**src/rtl/sb_ser_pkg.sv**
```systemverilog
// Shared types and constants for the sideband serializer.
package sb_ser_pkg;

  typedef enum logic {
    IDLE,
    SHIFT
  } sb_state_e;

  localparam logic        SB_IDLE_LEVEL   = 1'b1;
  localparam int unsigned SB_SYMBOL_WIDTH = 10;

endpackage

```
**src/rtl/sb_ser_hold_buf.sv**
```systemverilog
// One-entry hold buffer that parks the next symbol while the current one shifts out.
module sb_ser_hold_buf
  import sb_ser_pkg::*;
#(
  parameter int unsigned WIDTH = SB_SYMBOL_WIDTH
) (
  input  logic             clk,
  input  logic             rst,
  input  logic             write,
  input  logic             read,
  input  logic [WIDTH-1:0] data,
  output logic [WIDTH-1:0] rdata,
  output logic             full
);

  logic [WIDTH-1:0] r_data;
  logic             r_full;

  // A write in the same cycle as a read refills the entry, so full stays set.
  always_ff @(posedge clk or posedge rst) begin
    if (rst) begin
      r_data <= '0;
      r_full <= 1'b0;
    end else if (write) begin
      r_data <= data;
      r_full <= 1'b1;
    end else if (read) begin
      r_full <= 1'b0;
    end
  end

  assign rdata = r_data;
  assign full  = r_full;

endmodule

```
**src/rtl/sb_serializer.sv**
```systemverilog
// Sideband symbol serializer, LSB first, with back-to-back chaining through a hold buffer.
// Optional start-bit check enabled by defining SB_SER_STARTCHK_EN.
module sb_serializer
  import sb_ser_pkg::*;
#(
  parameter int unsigned WIDTH = SB_SYMBOL_WIDTH
) (
  input  logic             clk,
  input  logic             rst,
  input  logic [WIDTH-1:0] data_in,
  input  logic             data_valid,
  output logic             data_ready,
  output logic             out_bit,
  output logic             busy,
  output logic             frame_done,
  output logic             start_err
);

  localparam int unsigned     CntW    = $clog2(WIDTH);
  localparam logic [CntW-1:0] LastCnt = CntW'(WIDTH - 1);

  sb_state_e        r_state, w_state_next;
  logic [CntW-1:0]  r_cnt;
  logic [WIDTH-1:0] r_shift;
  logic             r_out;
  logic [WIDTH-1:0] w_hold_data;
  logic             w_hold_full, w_hold_wr, w_hold_rd;
  logic             w_accept, w_bad, w_take, w_last;
  logic             w_load_hold, w_load_in;

  assign w_accept = data_valid & data_ready;
  assign w_take   = w_accept & ~w_bad;
  assign w_last   = (r_state == SHIFT) && (r_cnt == LastCnt);

`ifdef SB_SER_STARTCHK_EN
  logic r_start_err;

  assign w_bad = data_in[0];

  always_ff @(posedge clk or posedge rst) begin
    if (rst) r_start_err <= 1'b0;
    else     r_start_err <= w_accept & w_bad;
  end

  assign start_err = r_start_err;
`else
  assign w_bad     = 1'b0;
  assign start_err = 1'b0;
`endif

  always_ff @(posedge clk or posedge rst) begin
    if (rst) r_state <= IDLE;
    else     r_state <= w_state_next;
  end

  always_comb begin
    w_state_next = r_state;
    w_load_hold  = 1'b0;
    w_load_in    = 1'b0;
    unique case (r_state)
      IDLE: begin
        if (w_take) begin
          w_state_next = SHIFT;
          w_load_in    = 1'b1;
        end
      end
      SHIFT: begin
        // Held word wins over a fresh one so symbols leave in arrival order.
        if (r_cnt == LastCnt) begin
          if (w_hold_full)  w_load_hold  = 1'b1;
          else if (w_take)  w_load_in    = 1'b1;
          else              w_state_next = IDLE;
        end
      end
      default: w_state_next = IDLE;
    endcase
  end

  assign w_hold_wr = w_take & (r_state == SHIFT) & ~w_load_in;
  assign w_hold_rd = w_load_hold;

  always_ff @(posedge clk or posedge rst) begin
    if (rst) begin
      r_out   <= SB_IDLE_LEVEL;
      r_shift <= '0;
      r_cnt   <= '0;
    end else if (w_load_hold) begin
      r_shift <= w_hold_data;
      r_out   <= w_hold_data[0];
      r_cnt   <= '0;
    end else if (w_load_in) begin
      r_shift <= data_in;
      r_out   <= data_in[0];
      r_cnt   <= '0;
    end else if (r_state == SHIFT && !w_last) begin
      r_shift <= r_shift >> 1;
      r_out   <= r_shift[1];
      r_cnt   <= r_cnt + CntW'(1);
    end else begin
      r_out <= SB_IDLE_LEVEL;
      r_cnt <= '0;
    end
  end

  always_comb begin
    out_bit    = r_out;
    busy       = (r_state == SHIFT);
    frame_done = w_last;
    data_ready = ~w_hold_full;
  end

  sb_ser_hold_buf #(
    .WIDTH(WIDTH)
  ) u_hold_buf (
    .clk  (clk),
    .rst  (rst),
    .write(w_hold_wr),
    .read (w_hold_rd),
    .data (data_in),
    .rdata(w_hold_data),
    .full (w_hold_full)
  );

endmodule
```
**config.mk**
```make
export PLATFORM = sky130hd
export DESIGN_NAME = sb_serializer
export DESIGN_NICKNAME = d
export VERILOG_FILES = /design/src/rtl/sb_ser_pkg.sv /design/src/rtl/sb_ser_hold_buf.sv /design/src/rtl/sb_serializer.sv
export SDC_FILE = /design/constraint.sdc
export NUM_CORES = 1
export LEC_CHECK = 0
export ABC_AREA = 1
export CORE_MARGIN = 5
export CORE_UTILIZATION = 55
export DETAILED_ROUTE_END_ITERATION = 6
export DONT_BUFFER_PORTS = 1
export PLACE_DENSITY = 0.73
export SYNTH_ARGS = -nofsm -noshare
export SYNTH_HDL_FRONTEND = slang
export SYNTH_SLANG_ARGS = --single-unit
```
**constraint.sdc**
```tcl
create_clock -name clk -period 1.5 [get_ports clk]
set_clock_uncertainty 0.15 [all_clocks]
set_input_delay 0.15 -clock clk [delete_from_list [all_inputs] [get_ports clk]]
set_output_delay 0.15 -clock clk [all_outputs]
set_load 0.01 [all_outputs]
```
==> metrics.txt, run 1 <==
Vias/cell 5.31; slowest stage cell, crit path dfrtp_1; Seq/Total Area, Yosys 0.481; crit share post-route 1.03; Die Width 59.7 um; worst-case clock buffer depth 2; most common cell after layout, fill and taps aside nand2_1; status complete, but fails checks; setup TNS -0.113 ns; power density cells 1740 nW/um^2; Min-Delay Path Class in -> async; CP cell instances inv_2, ha_4, nand2_2, nor2_4, nand2_2, o21ai_1, inv_1, nand2_1, nand2_1; grt total ovfl 0; H-tree depth 1; Seq cells post-synth 26; # setup viols final 6; share of the synthesized area in the top cell type 0.461; vias in the first global route 1,166; initial antenna violation count 0; Hold WS 0.128 ns; Layout area overhead 25.6%; half-perimeter wire length after placement 1.90 mm; clk sinks 26; syn_nets 181; crit path max fanout 4; share of cells above drive strength 1 0.228; reg2reg start r_cnt[1]$_DFF_PP0_; Final WS setup -0.0405 ns; fin crit period 1.54 ns; Core ar. 2410 sq um; fin nets 209; largest net degree at the start of global routing 27; number of nets with antenna violations after routing 0; top post-synthesis cells by area dfrtp_1, nand2_1, nand3_1; Max-cap violations 0; FILL cells 193; worst path bufs/invs 2; GRT Util Overall 0.190; met1 Use GR 0.252; worst endpoint data arrival time 1.62 ns; first-pass GRT wire length 5.16 mm; worst-skew pair later-pin latency 0.32 ns; family with the most delay on the worst path simple AND/OR/NAND/NOR gates; die height 59.7 um; DR pass1 iterations 4; Reg clk slew, reported paths 0.14 ns; DRC Markers 0; warnings from Yosys 0; crit path capture type flop; post-synth cell types 22; leakage power 0.000875 uW; Die Area 3560 sq um; most frequent cells in the layout nand2_1, nand3_1, dfrtp_1; WS Path Type reg -> reg; DRT Wirelength 2.99 mm; gpl congestion 0.785; wire per inst 13.4 um; vias post-DR 1,185; Initial Utilization 0.563; failing checks negative setup slack; worst endpoint required time 1.58 ns; Avg Inst Size Synth 8.17 sq um; Synth Cell Area 1360 sq um; RSZ-0062 raised after global routing true; Max Freq 649 MHz; Sequential cell area 652 sq um; Port Buffers 0; grt peak-use layer met2; First DRT Iteration DRCs 41; CTS Buf Count 3; area leader, netlist dfrtp_1; Mapped Cells 166; n_diodes 0; CTS root buffer clkbuf_4; GR Layer Usage met3 0.0324; I/O pin total 18; crit path launch r_cnt[1]$_DFF_PP0_; met2 Resource Use GR 0.316; TritonCTS clock tree done; multi-input logic area 654 sq um; worst vdd ir 0.00115 V; FP Rows 18; max-slew violation count 0; CP max stage delay 0.41 ns; Fin. Hold Viols 0; startpoint types flop
per-stage QoR:
stage               cell area [sq um]  cells  setup slack, ns  total power, uW  utilization
floorplan                        1360    166           0.0621             2060            -
global placement                 1420    200          -0.0390             2290        0.589
detailed placement               1420    200           -0.106             2340        0.589
CTS                              1660    220          -0.0541             2870        0.687
global route                     1700    223           -0.125             3210        0.707
finish                           1700    223          -0.0405             2960        0.707
logic make-up (layout without fill, tap and decap cells):
family                     after synthesis  after routing  synth area share
AOI/OAI and AO/OA                       13             13            0.0498
xor gates and xnor gates                 2              2            0.0129
adders and majority gates                2              2            0.0184
buffers and inverters                   25             50             0.102
DFF                                     26             26             0.481
other                                    1              1           0.00276
and+or+nand+nor                         97             99             0.333
timing repair:
action,4_1_cts,5_1_grt
buffers inserted,3,2
endpoints found under the setup margin,10,22
pin swaps,3,2
hold endpoints to repair,46,0
gates cloned,1,1
gates resized for setup,22,9
hold buffers,12,0
cell usage after synthesis:
master / count
conb_1: 1
o211ai_1: 1
xnor2_1: 1
nor2_4: 2
ha_1: 2
buf_4: 1
nand3_2: 1
buf_6: 5
o21ai_1: 1
nand2_2: 3
nand2_4: 2
inv_4: 1
inv_2: 2
nor2_1: 7
dfstp_2: 1
nand2_1: 47
buf_2: 1
xor2_1: 1
nand3_1: 35
o21ai_0: 11
dfrtp_1: 25
inv_1: 15
worst register-to-register path: stages (launching register included):
cell	delay, ns
dfrtp_1	0.41
inv_2	0.06
ha_4	0.14
nand2_2	0.07
nor2_4	0.18
nand2_2	0.12
o21ai_1	0.13
inv_1	0.05
nand2_1	0.07
nand2_1	0.06
path summary, 6_finish.rpt:
check / to / slack, ns / cells after the start
worst max-delay path: r_shift[5]$_DFFE_PP0P_ / -0.04 / 9
worst min-delay path: u_hold_buf.full$_DFFE_PP0P_ / 0.13 / 3
worst max register to register: r_shift[5]$_DFFE_PP0P_ / -0.04 / 9
worst min register to register: u_hold_buf.rdata[3]$_DFFE_PP0P_ / 0.34 / 2
max in group asynchronous: out_bit$_DFF_PP1_ / 0.84 / 3
min in group clk: u_hold_buf.rdata[3]$_DFFE_PP0P_ / 0.34 / 2
routing by layer:
metal | share of wire | vias to the layer above
met1 | 0.43 | 552
met5 | 0 | -
met2 | 0.49 | 43
met3 | 0.070 | 2
li1 | - | 588
met4 | 0.0070 | 0
state kept, by name, summed over array words and instances, names as in the netlist:
register and cells:
u_hold_buf.rdata 10, u_hold_buf.full 1, r_shift 9, out_bit 1, busy 1, r_cnt 4
cell type report:
cell class | count | area share
timing repair buffer | 28 | 0.155
inverter | 18 | 0.0411
multi-input combinational | 117 | 0.384
sequential | 26 | 0.383
tap | 30 | 0.0220
clock buffer | 4 | 0.0154
where the power goes:
group / switching, uW / total (uW) / internal (uW)
combinational: 816 / 1410 / 594
sequential: 224 / 1240 / 1010
clock: 206 / 310 / 104
total: 1250 / 2960 / 1710
No activity file was read; power rests on OpenSTA's default activity.
==> run 2: changes to the inputs <==
--- a/config.mk
+++ b/config.mk
@@ -6,7 +6,6 @@
 export NUM_CORES = 1
 export LEC_CHECK = 0
 export ABC_AREA = 1
-export CORE_MARGIN = 5
 export CORE_UTILIZATION = 55
 export DETAILED_ROUTE_END_ITERATION = 6
 export DONT_BUFFER_PORTS = 1
==> run 2 against run 1 <==
- final area increased by 6.7%
- global-route usage grew 8.0 points
- non-clock buffer count is 2 higher
- the run still ends with negative setup slack left
- wire length grew 28%
- hold slack got worse by 0.070 ns
- register-to-register slack got worse by 0.11 ns
- highest routed layer unchanged
- cell count fell by 0.45%
- core utilization rose by 9.2 points
==> metrics.txt, run 2 (synthesis gave the netlist of run 1 again) <==
sequential share of power 0.382; wire per inst 17.1 um; DR pass1 iterations 5; I/O pin total 18; Placed Instances 202; GRT Util Overall 0.270; Reg clk slew, reported paths 0.14 ns; Max Freq 605 MHz; vias in the first global route 1,131; fin nets 210; worst endpoint required time 1.60 ns; setup TNS -0.909 ns; n_diodes 0; most common cell after layout, fill and taps aside nand2_1; clk sinks 26; Fin. Hold Viols 0; Core ar. 2280 sq um; Initial Utilization 0.596; cell-internal power 1880 uW; Tot Pwr 3330 uW; most frequent cells in the layout nand2_1, nand3_1, dfrtp_1; Die Area 2670 sq um; r2r endpoint r_shift[4]$_DFFE_PP0P_; WS Path Type reg -> reg; Port Buffers 0; Psw 1450 uW; grt total ovfl 0; sw frac 0.435; initial antenna violation count 0; Worst Hold End u_hold_buf.full$_DFFE_PP0P_; slowest stage cell, crit path dfrtp_1; CTS Buf Count 3; worst-case clock buffer depth 2; H-tree depth 1; Layout area overhead 34.0%; Logic pwr share 0.508; CTS root buffer clkbuf_4; Max-cap violations 0; Die Width 51.7 um; status complete, but fails checks; first-pass GRT wire length 5.17 mm; max-slew violation count 0; worst vdd ir 0.00133 V; Largest register FFs 10; CP cell instances inv_2, ha_4, nand2_2, nor2_4, nand2_2, o21ai_0, inv_1, nand2_1, nand2_1; vias post-DR 1,324; gpl congestion 0.837; crit share post-route 1.10; half-perimeter wire length after placement 1.99 mm; Min-Delay Path Class in -> reg; largest net degree at the start of global routing 27; failing checks negative setup slack; FP Rows 17; reg2reg start r_cnt[1]$_DFF_PP0_; placed inst area 1440 sq um; share of cells above drive strength 1 0.294; hold_sp data_valid; crit path max fanout 7; clock share of power 0.110; RSZ-0062 raised after global routing true; Post-Layout Cell Count 222; startpoint types flop; hold path depth 4; power density cells 1830 nW/um^2; First DRT Iteration DRCs 90; DRC Markers 0; worst-skew pair later-pin latency 0.34 ns; Setup Slack @ Placement -0.0740 ns; TritonCTS clock tree done; DRT Wirelength 3.81 mm; fin crit period 1.65 ns; crit path capture type flop; Vias/cell 5.96; Final Instance Area 1820 sq um; Final WS setup -0.153 ns; CP max stage delay 0.41 ns; worst reg2reg path depth 9; # setup viols final 16; worst endpoint data arrival time 1.75 ns; leakage power 0.000894 uW; die height 51.7 um; setup slack, reg-to-reg -0.15 ns; number of nets with antenna violations after routing 0
==> run 2: cell types whose count changed in the layout (fill, tap and decap cells not counted), moves of 2 or more <==
cell and delta:
nand2_1 -2, nand2_2 +2, nand3_1 -10, nand3_4 +2, o21ai_0 +2, o21ai_2 -2, buf_4 -2, nand2_8 +3
nand2_4 -4, buf_6 +5, nand3_2 +8
==> run 2: metal layers <==
metal,up-vias,part of all wire,track usage,wire length (um)
met1,638,0.36,0.375,1380
met5,-,0,0,0
met2,82,0.52,0.420,1960
met4,0,0.029,0.0946,111
met3,15,0.093,0.0556,353
li1,589,-,-,-
==> run 2: repair_timing <==
action,in CTS,in global routing
setup endpoints to repair,11,26
cloned,1,1
gates resized for setup,12,41
hold endpoints to repair,46,0
pin swaps,2,9
buffers inserted,1,2
hold buffers,11,0
==> run 2: how the worst max path moves through the flow <==
| stage | from | end | cells past startpoint |
|---|---|---|---|
| after CTS | r_cnt[1]$_DFF_PP0_ | frame_done | 6 |
| after detailed placement | r_cnt[1]$_DFF_PP0_ | r_shift[5]$_DFFE_PP0P_ | 9 |
| final | r_cnt[1]$_DFF_PP0_ | r_shift[4]$_DFFE_PP0P_ | 9 |
| after floorplan | r_cnt[0]$_DFF_PP0_ | u_hold_buf.rdata[0]$_DFFE_PP0P_ | 8 |
| after global routing | r_cnt[1]$_DFF_PP0_ | r_shift[4]$_DFFE_PP0P_ | 9 |
| after global placement | r_cnt[1]$_DFF_PP0_ | r_shift[5]$_DFFE_PP0P_ | 9 |
==> run 2: worst max-delay path: cells and delay by family (launching register included) <==
| kind | cells | cell delay (ns) |
|---|---|---|
| buf+inv | 2 | 0.14 |
| simple gates | 5 | 0.49 |
| flops | 1 | 0.41 |
| fa+ha+maj | 1 | 0.14 |
| compound gates | 1 | 0.23 |
==> run 2: metrics by stage <==
| step | utilization | hold WS (ns) |
|---|---|---|
| floorplan | - | 0.0393 |
| global placement | 0.631 | -0.0378 |
| detailed placement | 0.631 | -0.0286 |
| CTS | 0.718 | 0.0527 |
| global route | 0.799 | 0.0797 |
| finish | 0.799 | 0.0578 |
==> run 2: cell type report <==
class	instances	area (sq um)
Tap cell	28	35.0
Clock buffer	4	36.3
Sequential cell	26	652
Inverter	18	72.6
Fill cell	117	458
Multi-Input combinational cell	116	732
Timing Repair Buffer	30	290
==> run 2: power groups by stage <==
stage	clock network, uW	logic [uW]	registers [uW]
floorplan	0	887	1180
global placement	0	1120	1210
detailed placement	0	1180	1210
CTS	361	1290	1210
global route	389	1870	1290
finish	366	1690	1270
==> run 3: changes to the inputs <==
--- a/config.mk
+++ b/config.mk
@@ -7,6 +7,7 @@
 export LEC_CHECK = 0
 export ABC_AREA = 1
 export CORE_UTILIZATION = 55
+export CTS_CLUSTER_DIAMETER = 80
 export DETAILED_ROUTE_END_ITERATION = 6
 export DONT_BUFFER_PORTS = 1
 export PLACE_DENSITY = 0.73
==> results of run 3 <==
No change in the layout: final DEF, timing and power equal those of run 2.
